`src/rtl/dmem_arbiter_if.sv`:
```
// Bus between the two requesters, the data memory and the arbiter.
// Master is the environment (CPU, loader, memory); slave is the arbiter.
interface dmem_arbiter_if #(
    parameter int AW = 8,
    parameter int DW = 16
);
    logic          req0, req1;
    logic          we0, we1;
    logic [AW-1:0] addr0, addr1;
    logic [DW-1:0] wdata0, wdata1;
    logic          gnt0, gnt1;
    logic          rvalid0, rvalid1;
    logic [DW-1:0] rdata0, rdata1;
    logic [AW-1:0] D_addr;
    logic          D_rd, D_wr;
    logic [DW-1:0] W_data, R_data;

    modport master (
        output req0, req1, we0, we1, addr0, addr1, wdata0, wdata1, R_data,
        input  gnt0, gnt1, rvalid0, rvalid1, rdata0, rdata1,
        input  D_addr, D_rd, D_wr, W_data
    );

    modport slave (
        input  req0, req1, we0, we1, addr0, addr1, wdata0, wdata1, R_data,
        output gnt0, gnt1, rvalid0, rvalid1, rdata0, rdata1,
        output D_addr, D_rd, D_wr, W_data
    );
endinterface

```
`src/rtl/dmem_arbiter.sv`:
```
// Two-port arbiter sharing the single-port data memory between the CPU (port 0)
// and the loader (port 1); one transaction at a time, 1-cycle registered reads.
module dmem_arbiter #(
    parameter int AW         = 8,
    parameter int DW         = 16,
    parameter int FIXED_PRIO = 0
) (
    input  logic                clk,
    input  logic                rst,
    dmem_arbiter_if.slave       bus,
    output logic                busy,
    output logic [7:0]          contention_cnt
);
    localparam logic [1:0] IDLE  = 2'd0;
    localparam logic [1:0] ISSUE = 2'd1;
    localparam logic [1:0] RDATA = 2'd2;

    logic [1:0]    state;
    logic          last_grant;
    logic          cmd_id;
    logic          cmd_we;
    logic [AW-1:0] cmd_addr;
    logic [DW-1:0] cmd_wdata;

    logic tie;
    logic any_req;
    logic winner;
    logic issue;
    logic rdata_phase;
    logic rvalid0;
    logic rvalid1;

    assign tie     = bus.req0 && bus.req1;
    assign any_req = bus.req0 || bus.req1;

    // NOTE: winner gets its default before the conditional override, so no
    // path leaves it unassigned and no latch is inferred.
    always_comb begin
        winner = bus.req1 && !bus.req0;
        if (tie) begin
            winner = (FIXED_PRIO != 0) ? 1'b0 : !last_grant;
        end
    end

    // NOTE: all state is updated with non-blocking assignments so every
    // register samples the values from before this edge.
    always_ff @(posedge clk) begin
        if (!rst) begin
            state          <= IDLE;
            last_grant     <= 1'b1;
            cmd_id         <= 1'b0;
            cmd_we         <= 1'b0;
            cmd_addr       <= '0;
            cmd_wdata      <= '0;
            contention_cnt <= 8'd0;
        end else begin
            case (state)
                IDLE: begin
                    if (any_req) begin
                        state      <= ISSUE;
                        cmd_id     <= winner;
                        last_grant <= winner;
                        cmd_we     <= winner ? bus.we1    : bus.we0;
                        cmd_addr   <= winner ? bus.addr1  : bus.addr0;
                        cmd_wdata  <= winner ? bus.wdata1 : bus.wdata0;
                    end
                end
                ISSUE:   state <= cmd_we ? IDLE : RDATA;
                RDATA:   state <= IDLE;
                default: state <= IDLE;
            endcase

            if (state == IDLE && tie && contention_cnt != 8'hFF) begin
                contention_cnt <= contention_cnt + 8'd1;
            end
        end
    end

    // Strobes, grants and valids are qualified with rst so an in-flight
    // transaction is silently dropped in the cycle reset is applied.
    assign issue       = (state == ISSUE) && rst;
    assign rdata_phase = (state == RDATA) && rst;
    assign rvalid0     = rdata_phase && !cmd_id;
    assign rvalid1     = rdata_phase && cmd_id;

    assign bus.gnt0    = issue && !cmd_id;
    assign bus.gnt1    = issue && cmd_id;
    assign bus.D_wr    = issue && cmd_we;
    assign bus.D_rd    = issue && !cmd_we;
    assign bus.D_addr  = (state == ISSUE) ? cmd_addr  : '0;
    assign bus.W_data  = (state == ISSUE) ? cmd_wdata : '0;

    assign bus.rvalid0 = rvalid0;
    assign bus.rvalid1 = rvalid1;
    assign bus.rdata0  = rvalid0 ? bus.R_data : '0;
    assign bus.rdata1  = rvalid1 ? bus.R_data : '0;

    assign busy = (state != IDLE);
endmodule

```
`src/flat_wrapper.sv`:
```
// flat-port wrapper written by rule: the top's interface ports become plain ports
module dmem_arbiter_flat 
#(
    parameter int AW         = 8,
    parameter int DW         = 16,
    parameter int FIXED_PRIO = 0
)
  (clk, rst, busy, contention_cnt, bus_req0, bus_req1, bus_we0, bus_we1, bus_addr0, bus_addr1, bus_wdata0, bus_wdata1, bus_R_data, bus_gnt0, bus_gnt1, bus_rvalid0, bus_rvalid1, bus_rdata0, bus_rdata1, bus_D_addr, bus_D_rd, bus_D_wr, bus_W_data);
  dmem_arbiter_if #(.AW(AW), .DW(DW)) bus_i ();
  input  logic clk;
  input  logic rst;
  output logic busy;
  output logic [7:0] contention_cnt;
  input wire logic [$bits(bus_i.req0)-1:0] bus_req0;
  input wire logic [$bits(bus_i.req1)-1:0] bus_req1;
  input wire logic [$bits(bus_i.we0)-1:0] bus_we0;
  input wire logic [$bits(bus_i.we1)-1:0] bus_we1;
  input wire logic [$bits(bus_i.addr0)-1:0] bus_addr0;
  input wire logic [$bits(bus_i.addr1)-1:0] bus_addr1;
  input wire logic [$bits(bus_i.wdata0)-1:0] bus_wdata0;
  input wire logic [$bits(bus_i.wdata1)-1:0] bus_wdata1;
  input wire logic [$bits(bus_i.R_data)-1:0] bus_R_data;
  output wire logic [$bits(bus_i.gnt0)-1:0] bus_gnt0;
  output wire logic [$bits(bus_i.gnt1)-1:0] bus_gnt1;
  output wire logic [$bits(bus_i.rvalid0)-1:0] bus_rvalid0;
  output wire logic [$bits(bus_i.rvalid1)-1:0] bus_rvalid1;
  output wire logic [$bits(bus_i.rdata0)-1:0] bus_rdata0;
  output wire logic [$bits(bus_i.rdata1)-1:0] bus_rdata1;
  output wire logic [$bits(bus_i.D_addr)-1:0] bus_D_addr;
  output wire logic [$bits(bus_i.D_rd)-1:0] bus_D_rd;
  output wire logic [$bits(bus_i.D_wr)-1:0] bus_D_wr;
  output wire logic [$bits(bus_i.W_data)-1:0] bus_W_data;
  assign bus_i.req0 = bus_req0;
  assign bus_i.req1 = bus_req1;
  assign bus_i.we0 = bus_we0;
  assign bus_i.we1 = bus_we1;
  assign bus_i.addr0 = bus_addr0;
  assign bus_i.addr1 = bus_addr1;
  assign bus_i.wdata0 = bus_wdata0;
  assign bus_i.wdata1 = bus_wdata1;
  assign bus_i.R_data = bus_R_data;
  assign bus_gnt0 = bus_i.gnt0;
  assign bus_gnt1 = bus_i.gnt1;
  assign bus_rvalid0 = bus_i.rvalid0;
  assign bus_rvalid1 = bus_i.rvalid1;
  assign bus_rdata0 = bus_i.rdata0;
  assign bus_rdata1 = bus_i.rdata1;
  assign bus_D_addr = bus_i.D_addr;
  assign bus_D_rd = bus_i.D_rd;
  assign bus_D_wr = bus_i.D_wr;
  assign bus_W_data = bus_i.W_data;
  dmem_arbiter #(.AW(AW), .DW(DW), .FIXED_PRIO(FIXED_PRIO)) u_core (.clk(clk), .rst(rst), .bus(bus_i), .busy(busy), .contention_cnt(contention_cnt));
endmodule
```
`config.mk`:
```
export PLATFORM = sky130hd
export DESIGN_NAME = dmem_arbiter_flat
export DESIGN_NICKNAME = d
export VERILOG_FILES = /design/src/rtl/dmem_arbiter_if.sv /design/src/rtl/dmem_arbiter.sv /design/src/flat_wrapper.sv
export SDC_FILE = /design/constraint.sdc
export NUM_CORES = 1
export LEC_CHECK = 0
export CORE_MARGIN = 8
export CORE_UTILIZATION = 40
export DETAILED_ROUTE_END_ITERATION = 8
export PLACE_DENSITY = 0.86
export SLEW_MARGIN = 20
export SYNTH_ARGS = -nofsm -noshare
export SYNTH_HDL_FRONTEND = slang
export SYNTH_SLANG_ARGS = --single-unit
```
`constraint.sdc`:
```
create_clock -name clk -period 4.2 [get_ports clk]
set_clock_uncertainty 0.1 [all_clocks]
set_input_delay 0.63 -clock clk [delete_from_list [all_inputs] [get_ports clk]]
set_output_delay 0.63 -clock clk [all_outputs]
set_load 0.03 [all_outputs]
```
# Yosys cells after proc, flatten, opt, wreduce, memory -nomap -nowiden
# Cells that the tools add are included.
op_classes:
  add_sub_neg: 1
  n_eq_ne: 4
  n_mux: 11
  n_reduce_logical: 20
ops:
  columns: ["op", "n"]
  rows:
  - ["$mux W16", 4]
  - ["$mux W8", 2]
  - ["$logic_and A1 B1 Y1", 12]
  - ["$add A8 B1 Y8 const B", 1]
  - ["$ne A8 B8 Y1 const B", 1]
  - ["$logic_not A1 Y1", 4]
  - ["$mux W2", 2]
  - ["$pmux W2 S2", 1]
  - ["$eq A2 B1 Y1 const B", 1]
  - ["$eq A2 B2 Y1 const B", 1]
  - ["$logic_not A2 Y1", 1]
  - ["$mux W1", 2]
  - ["$ne A2 B1 Y1 const B", 1]
  - ["$reduce_and A2 Y1", 1]
  - ["$reduce_bool A2 Y1", 1]
  - ["$logic_or A1 B1 Y1", 1]
totals:
  ff_bits: 37
  input_bits: 70
  out_inout_bits: 71
  word_cells: 43

# Longest topological paths before layout
# Gate-level depths: netlist of the first run.
depth:
  word_depth: 4
  depth_mapped: 5
  depth_no_buf: 4

# Worst setup path after synthesis of the first run
# Ideal clock, no wire load.
synth_path:
  path_kind: "input -> output"
  start: "input rst"
  end: "output bus_rdata1[10]"
  arrival_time_ns: 1.598
  required_time_ns: 3.470
  slack_ns: 1.872
  path_stages: 4
  n_path_buf: 1
  path_cell_list: "nand2_1 nor3b_2 buf_2 and2_1"
synth_between:
  elab_chain_len: 3
synth_lines:
  columns: ["element", "line_no", "source"]
  rows:
  - ["start: declaration", "flat_wrapper.sv:11", "input logic rst;"]
  - ["$logic_and A1 B1 Y1", "dmem_arbiter.sv:82", "assign rdata_phase = (state == RDATA) && rst;"]
  - ["$logic_and A1 B1 Y1", "dmem_arbiter.sv:84", "assign rvalid1 = rdata_phase && cmd_id;"]
  - ["named net bus_rvalid1", "flat_wrapper.sv:26", "output wire logic [$bits(bus_i.rvalid1)-1:0] bus_rvalid1;"]
  - ["$mux W16", "dmem_arbiter.sv:96", "assign bus.rdata1 = rvalid1 ? bus.R_data : '0;"]
  - ["end: declaration", "flat_wrapper.sv:28", "output wire logic [$bits(bus_i.rdata1)-1:0] bus_rdata1;"]
# The timed path passes the listed nets, and every way through them passes these cells.

# Worst setup path after layout of the first run
layout_path:
  start: "input rst"
  end: "output bus_rdata1[11]"
layout_between:
  elab_chain_len: 3
layout_lines:
  columns: ["element", "line_no"]
  rows:
  - ["$logic_and A1 B1 Y1", "dmem_arbiter.sv:82"]
  - ["$logic_and A1 B1 Y1", "dmem_arbiter.sv:84"]
  - ["$mux W16", "dmem_arbiter.sv:96"]
# Every way passes these cells.

==> results of run 1 <==
## per-stage QoR
step                cells  worst slack, ns   util  power (mW)  instance area (sq um)
floorplan             249             1.87      -       0.595                   2310
global placement      445            0.772  0.668       0.715                   3700
detailed placement    445            0.719  0.668       0.723                   3700
CTS                   453            0.719  0.687       0.997                   3800
global route          454            0.542  0.692        1.04                   3830
finish                454            0.719  0.692       0.989                   3830
## report_power, final
group / switching [mW] / internal [mW] / total (mW)
logic: 0.156 / 0.156 / 0.312
clock network: 0.125 / 0.148 / 0.274
registers: 0.0187 / 0.385 / 0.403
## cell families after synthesis
kind of cell / count (synthesis) / share of synthesized area
AO/OA/AOI/OAI: 64 / 0.226
adder cells (fa/ha/maj): 1 / 0.00541
buffers and inverters: 23 / 0.0612
flip-flops: 37 / 0.321
multiplexers: 29 / 0.126
AND/OR/NAND/NOR: 95 / 0.261
## cells in the final DEF (no fill, tap or decap), types with 7 or more instances in the layout
| cell type | Yosys | layout |
|---|---|---|
| clkdlybuf4s50_1 | 0 | 140 |
| clkbuf_8 | 0 | 7 |
| and2_1 | 56 | 56 |
| mux2i_1 | 29 | 29 |
| nand2_1 | 10 | 10 |
| a211oi_1 | 7 | 7 |
| a21oi_1 | 28 | 28 |
| a211oi_2 | 19 | 19 |
| dfxtp_1 | 37 | 37 |
## cell type report
cell class,instances,share of cell area
clock inverter,1,0.00131
inverter,5,0.00490
multi-input combinational,189,0.375
clock buffer,7,0.0251
sequential,37,0.193
tap,72,0.0235
timing repair buffer,143,0.377
## sequential cells by signal, summed over array words and instances, names as in the netlist
signal,count
u_core.cmd_wdata,16
u_core.cmd_we,1
u_core.state,2
u_core.cmd_addr,8
u_core.last_grant,1
u_core.cmd_id,1
u_core.contention_cnt,8
## metal layers
layer	up-vias	part of all wire	GRT usage	wire, um
met3	7	0.086	0.0693	658
met5	-	0	0	0
met1	1058	0.42	0.193	3180
met4	0	0.0096	0.0523	73
met2	112	0.49	0.314	3690
li1	1156	-	-	-
## worst max-delay path by stage
stage | endpoint | slack, ns | depth (start not counted)
after detailed placement | bus_rdata1[8] | 0.72 | 5
after global placement | bus_rdata0[4] | 0.77 | 5
final | bus_rdata1[11] | 0.72 | 5
after CTS | bus_rdata1[8] | 0.72 | 5
after floorplan | bus_rdata1[10] | 1.87 | 4
after global routing | bus_rdata1[11] | 0.54 | 5
==> flow_metrics.env, run 1 <==
export IMPL_status="completed"
export IMPL_cts_setup_buffers=0
export IMPL_r2r_slack_ns=1.98
export IMPL_grt_pass1_vias=2422
export IMPL_synth_area_per_cell_sq_um=9.28
export IMPL_synth_top_flop_cell="dfxtp_1"
export IMPL_arrival_ns=2.75
export IMPL_antenna_cells=0
export IMPL_criticalPathCategory="in -> out"
export IMPL_drc=0
export IMPL_slew_headroom=0.367
export IMPL_via_per_inst=5.14
export IMPL_slowest_delay_ns=0.67
export IMPL_ir_worst_vdd_v=0.000209
export IMPL_core_area_sq_mm=0.00554
export IMPL_firstDrtPassIters=4
export IMPL_slew_violations=0
export IMPL_critical_path_top_delay_family="buffers and inverters"
export IMPL_rr_worst_depth=4
export IMPL_synthCells=249
export IMPL_grt_overflow=0
export IMPL_startpoint="rst"
export IMPL_period_share=0.829
export IMPL_path_common_cell="clkdlybuf4s50_1"
export IMPL_leakagePower_nw=1.41
export IMPL_max_cap_viol_count=0
export IMPL_crit_path_start_kind="primary input"
export IMPL_rr_endpoint="u_core.cmd_addr[0]$_SDFFE_PN0P_"
export IMPL_yosys_area_top_type_share=0.321
export IMPL_fin_setup_tns_ns=0
export IMPL_routed_wl_mm=7.61
export IMPL_tightest_slew_ns=0.950
export IMPL_min_from="u_core.cmd_we$_SDFFE_PN0P_"
export IMPL_ys_ff_latch=37
export IMPL_gp_congestion=0.813
export IMPL_path_cells="clkdlybuf4s50_1 > nand2_1 > nor3b_2 > and2_1 > clkdlybuf4s50_1"
export IMPL_holdBufCountCts=0
export IMPL_final_nets=452
export IMPL_die_area_sq_mm=0.00847
export IMPL_critical_path_required_ns=3.47
export IMPL_finalHoldViolCount=0
export IMPL_ys_async_sr_fraction=0
export IMPL_worst_hold_slack_ns=0.377
export IMPL_io_buffers=140
export IMPL_setup_viol=0
export IMPL_cts_max_level=2
export IMPL_n_fill_cell=452
export IMPL_netlist_area_sq_mm=0.00231
export IMPL_synth_cell_types=40
export IMPL_drive_gt1_frac=0.0995
export IMPL_antenna_found_initial=0
export IMPL_io_pins=141
export IMPL_clk_latency_ns=0.28
export IMPL_synth_edf_count=0
export IMPL_root_buffer="clkbuf_8"
export IMPL_clock_path_buffers=2
export IMPL_fin_crit_ns=3.48
export IMPL_cts_buffers_inserted=5
export IMPL_fp_dieW_um=92.0
export IMPL_synth_seq_area_share=0.321
export IMPL_hold_class="reg -> reg"
export IMPL_die_y_um=92.0
export IMPL_synthesis_nets=320
export IMPL_worst_path_buf_inv=2
export IMPL_cp_max_fo=17
export IMPL_power_density_mw_per_mm2=258
export IMPL_whs_path_depth=1
export IMPL_r2r_start="u_core.state[0]$_SDFFE_PN0P_"
export IMPL_cts_tree="yes"
export IMPL_cts_resized_gates=0
export IMPL_detail_route_antenna_nets=0
export IMPL_ys_top_cells_by_area="dfxtp_1 32%, and2_1 15%, mux2i_1 13%, a211oi_2 10%, a21oi_1 6.1%"
export IMPL_end_kind="output port"
export IMPL_rows=27
export IMPL_yosysMostFrequentCell="and2_1"
export IMPL_cp_slowest_cell="clkdlybuf4s50_1"
export IMPL_start_util=0.417
export IMPL_min_to="u_core.state[1]$_SDFFE_PN0P_"
export IMPL_max_freq_mhz=287
export IMPL_grt_pass1_wl_mm=12.3
export IMPL_clk_pin_slew_worst_paths_ns=0.07
export IMPL_rsz0062_at_grt="false"
export IMPL_dp_hpwl_mm=6.03
export IMPL_first_iter_violations=92
export IMPL_grt_usage=0.179
export IMPL_vias=2333
export IMPL_synth_common_cells="56 x and2_1, 37 x dfxtp_1, 29 x mux2i_1"
export IMPL_regArea_sq_um=741
export IMPL_wl_per_cell_um=16.8
export IMPL_multi_input_area_sq_mm=0.00144
export IMPL_cts_sinks=37
export IMPL_synth_area_leader_cell="dfxtp_1"
export IMPL_grt_max_degree=28
export IMPL_area_delta_synth_final_pct=65.8
export IMPL_yosys_warnings=0
Note: power is estimated with default switching activity, not from simulation.
==> run 2: changes to the inputs <==
--- a/config.mk
+++ b/config.mk
@@ -6,9 +6,9 @@
 export NUM_CORES = 1
 export LEC_CHECK = 0
 export CORE_MARGIN = 8
-export CORE_UTILIZATION = 40
+export CORE_UTILIZATION = 34
 export DETAILED_ROUTE_END_ITERATION = 8
-export PLACE_DENSITY = 0.86
+export PLACE_DENSITY = 0.77
 export SLEW_MARGIN = 20
 export SYNTH_ARGS = -nofsm -noshare
 export SYNTH_HDL_FRONTEND = slang
==> constraint.sdc (replaced) <==
create_clock -name clk -period 2.85 [get_ports clk]
set_clock_uncertainty 0.1 [all_clocks]
set_input_delay 0.4275 -clock clk [delete_from_list [all_inputs] [get_ports clk]]
set_output_delay 0.4275 -clock clk [all_outputs]
set_load 0.03 [all_outputs]
==> run 2 against run 1 <==
  * Highest routed layer unchanged
  * Final area fell by 0.46%
  * Final cell count rose by 2.9%
  * Die area rose by 14%
  * Global-route usage fell by 2.7 points
  * Clock power rose by 35%
  * Sequential share of layout area rose by 0.089 points
  * Sequential power rose by 48%
  * Non-clock buffer count rose by 6
==> flow_metrics.env, run 2 (synthesis gave the netlist of run 1 again) <==
export IMPL_mostFrequentLayoutCells="105 x clkdlybuf4s50_1, 56 x and2_1, 40 x buf_4, 37 x dfxtp_1, 29 x mux2i_1"
export IMPL_critical_path_required_ns=2.32
export IMPL_die_y_um=98.4
export IMPL_finalPower_mw=1.44
export IMPL_detail_route_antenna_nets=0
export IMPL_via_per_inst=4.92
export IMPL_setup_viol=0
export IMPL_p_sw_frac=0.306
export IMPL_core_area_sq_mm=0.00668
export IMPL_io_pins=141
export IMPL_crit_path_start_kind="flip-flop"
export IMPL_area_delta_synth_final_pct=65.0
export IMPL_cts_buffers_inserted=5
export IMPL_pwr_share_clk=0.258
export IMPL_place_ws_ns=0.444
export IMPL_clock_path_buffers=2
export IMPL_max_freq_mhz=374
export IMPL_hold_class="reg -> reg"
export IMPL_slew_headroom=0.705
export IMPL_comb_power_share=0.327
export IMPL_wl_per_cell_um=15.9
export IMPL_largest_register="u_core.cmd_wdata"
export IMPL_power_density_mw_per_mm2=377
export IMPL_holdBufCountCts=0
export IMPL_path_cells="and2b_1 > buf_4 > and2_1 > clkdlybuf4s50_1"
export IMPL_fin_setup_tns_ns=0
export IMPL_cts_sinks=37
export IMPL_rows=30
export IMPL_r2r_slack_ns=1.26
export IMPL_end_kind="output port"
export IMPL_largest_reg_flops=16
export IMPL_layout_commonest_cell="clkdlybuf4s50_1"
export IMPL_period_share=0.938
export IMPL_routed_wl_mm=7.42
export IMPL_slew_violations=0
export IMPL_grt_usage=0.151
export IMPL_cts_resized_gates=0
export IMPL_cp_slowest_cell="clkdlybuf4s50_1"
export IMPL_antenna_found_initial=0
export IMPL_ir_worst_vdd_v=0.000171
export IMPL_slowest_delay_ns=0.71
export IMPL_gp_congestion=0.759
export IMPL_fin_area_sq_mm=0.00381
export IMPL_final_nets=458
export IMPL_arrival_ns=2.15
export IMPL_criticalPathCategory="reg -> out"
export IMPL_p_sw_mw=0.440
export IMPL_cts_tree="yes"
export IMPL_seqPwrFrac=0.415
export IMPL_place_area_sq_mm=0.00373
export IMPL_antenna_cells=0
export IMPL_cp_max_fo=24
export IMPL_grt_pass1_wl_mm=12.2
export IMPL_final_util=0.571
export IMPL_fin_cells=467
export IMPL_worst_hold_slack_ns=0.381
export IMPL_fin_crit_ns=2.67
export IMPL_cts_max_level=2
export IMPL_n_fill_cell=623
export IMPL_rsz0062_at_grt="false"
export IMPL_drive_gt1_frac=0.199
export IMPL_cts_setup_buffers=0
export IMPL_status="completed"
export IMPL_clk_pin_slew_worst_paths_ns=0.07
export IMPL_first_iter_violations=92
export IMPL_p_int_mw=0.999
export IMPL_dp_hpwl_mm=5.72
export IMPL_grt_max_degree=30
export IMPL_fin_ws_ns=0.176
export IMPL_dp_cells=460
export IMPL_leakagePower_nw=1.51
export IMPL_max_cap_viol_count=0
export IMPL_grt_pass1_vias=2412
export IMPL_top_regs="u_core.cmd_wdata x16, u_core.cmd_addr x8, u_core.contention_cnt x8"
export IMPL_vias=2297
export IMPL_root_buffer="clkbuf_8"
export IMPL_firstDrtPassIters=4
export IMPL_io_buffers=140
export IMPL_tightest_slew_ns=0.442
export IMPL_die_area_sq_mm=0.00969
export IMPL_fp_dieW_um=98.4
export IMPL_grt_overflow=0
export IMPL_drc=0
export IMPL_clk_latency_ns=0.28
export IMPL_finalHoldViolCount=0
export IMPL_start_util=0.346
## run 2: changes by cell type in the layout (fill, tap and decap cells not counted)
cell | before | now
clkbuf_8 | 7 | 6
clkbuf_1 | 0 | 1
clkinv_2 | 1 | 0
buf_12 | 0 | 4
clkdlybuf4s50_1 | 140 | 105
buf_4 | 2 | 40
buf_16 | 1 | 0
## run 2: path summary, 6_finish.rpt
check | from | to | cells past startpoint
max reg2reg | u_core.contention_cnt[0]$_SDFFE_PN0P_ | u_core.contention_cnt[3]$_SDFFE_PN0P_ | 4
min reg2reg | u_core.cmd_we$_SDFFE_PN0P_ | u_core.state[1]$_SDFFE_PN0P_ | 1
min | u_core.cmd_we$_SDFFE_PN0P_ | u_core.state[1]$_SDFFE_PN0P_ | 1
max | u_core.state[0]$_SDFFE_PN0P_ | bus_W_data[3] | 4
## run 2: power by group through the flow
stage,registers (mW),logic [mW],clock network [mW]
2_1_floorplan,0.602,0.275,0
3_3_place_gp,0.606,0.470,0
3_5_place_dp,0.607,0.477,0
4_1_cts,0.596,0.479,0.388
5_1_grt,0.603,0.508,0.409
6_report,0.597,0.471,0.371
## run 2: layer usage
| layer | wire (um) | GRT usage | share of wire |
|---|---|---|---|
| met5 | 0 | 0 | 0 |
| met4 | 53 | 0.0307 | 0.0071 |
| met3 | 744 | 0.0691 | 0.10 |
| met2 | 3400 | 0.255 | 0.46 |
| met1 | 3220 | 0.172 | 0.43 |
## run 2: final cells by class
type	instances	area, sq um	area share
multi-input cells	189	1440	0.377
repair buffers	149	1430	0.375
flip-flops and latches	37	741	0.194
well taps	80	100	0.0262
clock buffers	7	86.3	0.0226
inverters	5	18.8	0.00492
## run 2: worst max-delay path, delay by kind of cell, from the launching register on
kind | cells | cell delay [ns]
simple gates | 2 | 0.39
buf+inv | 2 | 0.97
flops | 1 | 0.48
==> run 3: changes to the inputs <==
--- a/config.mk
+++ b/config.mk
@@ -8,6 +8,7 @@
 export CORE_MARGIN = 8
 export CORE_UTILIZATION = 34
 export DETAILED_ROUTE_END_ITERATION = 8
+export HOLD_SLACK_MARGIN = 0.1
 export PLACE_DENSITY = 0.77
 export SLEW_MARGIN = 20
 export SYNTH_ARGS = -nofsm -noshare
==> results of run 3 <==
Same layout as run 2: the final DEF is identical, and so are final timing and power.
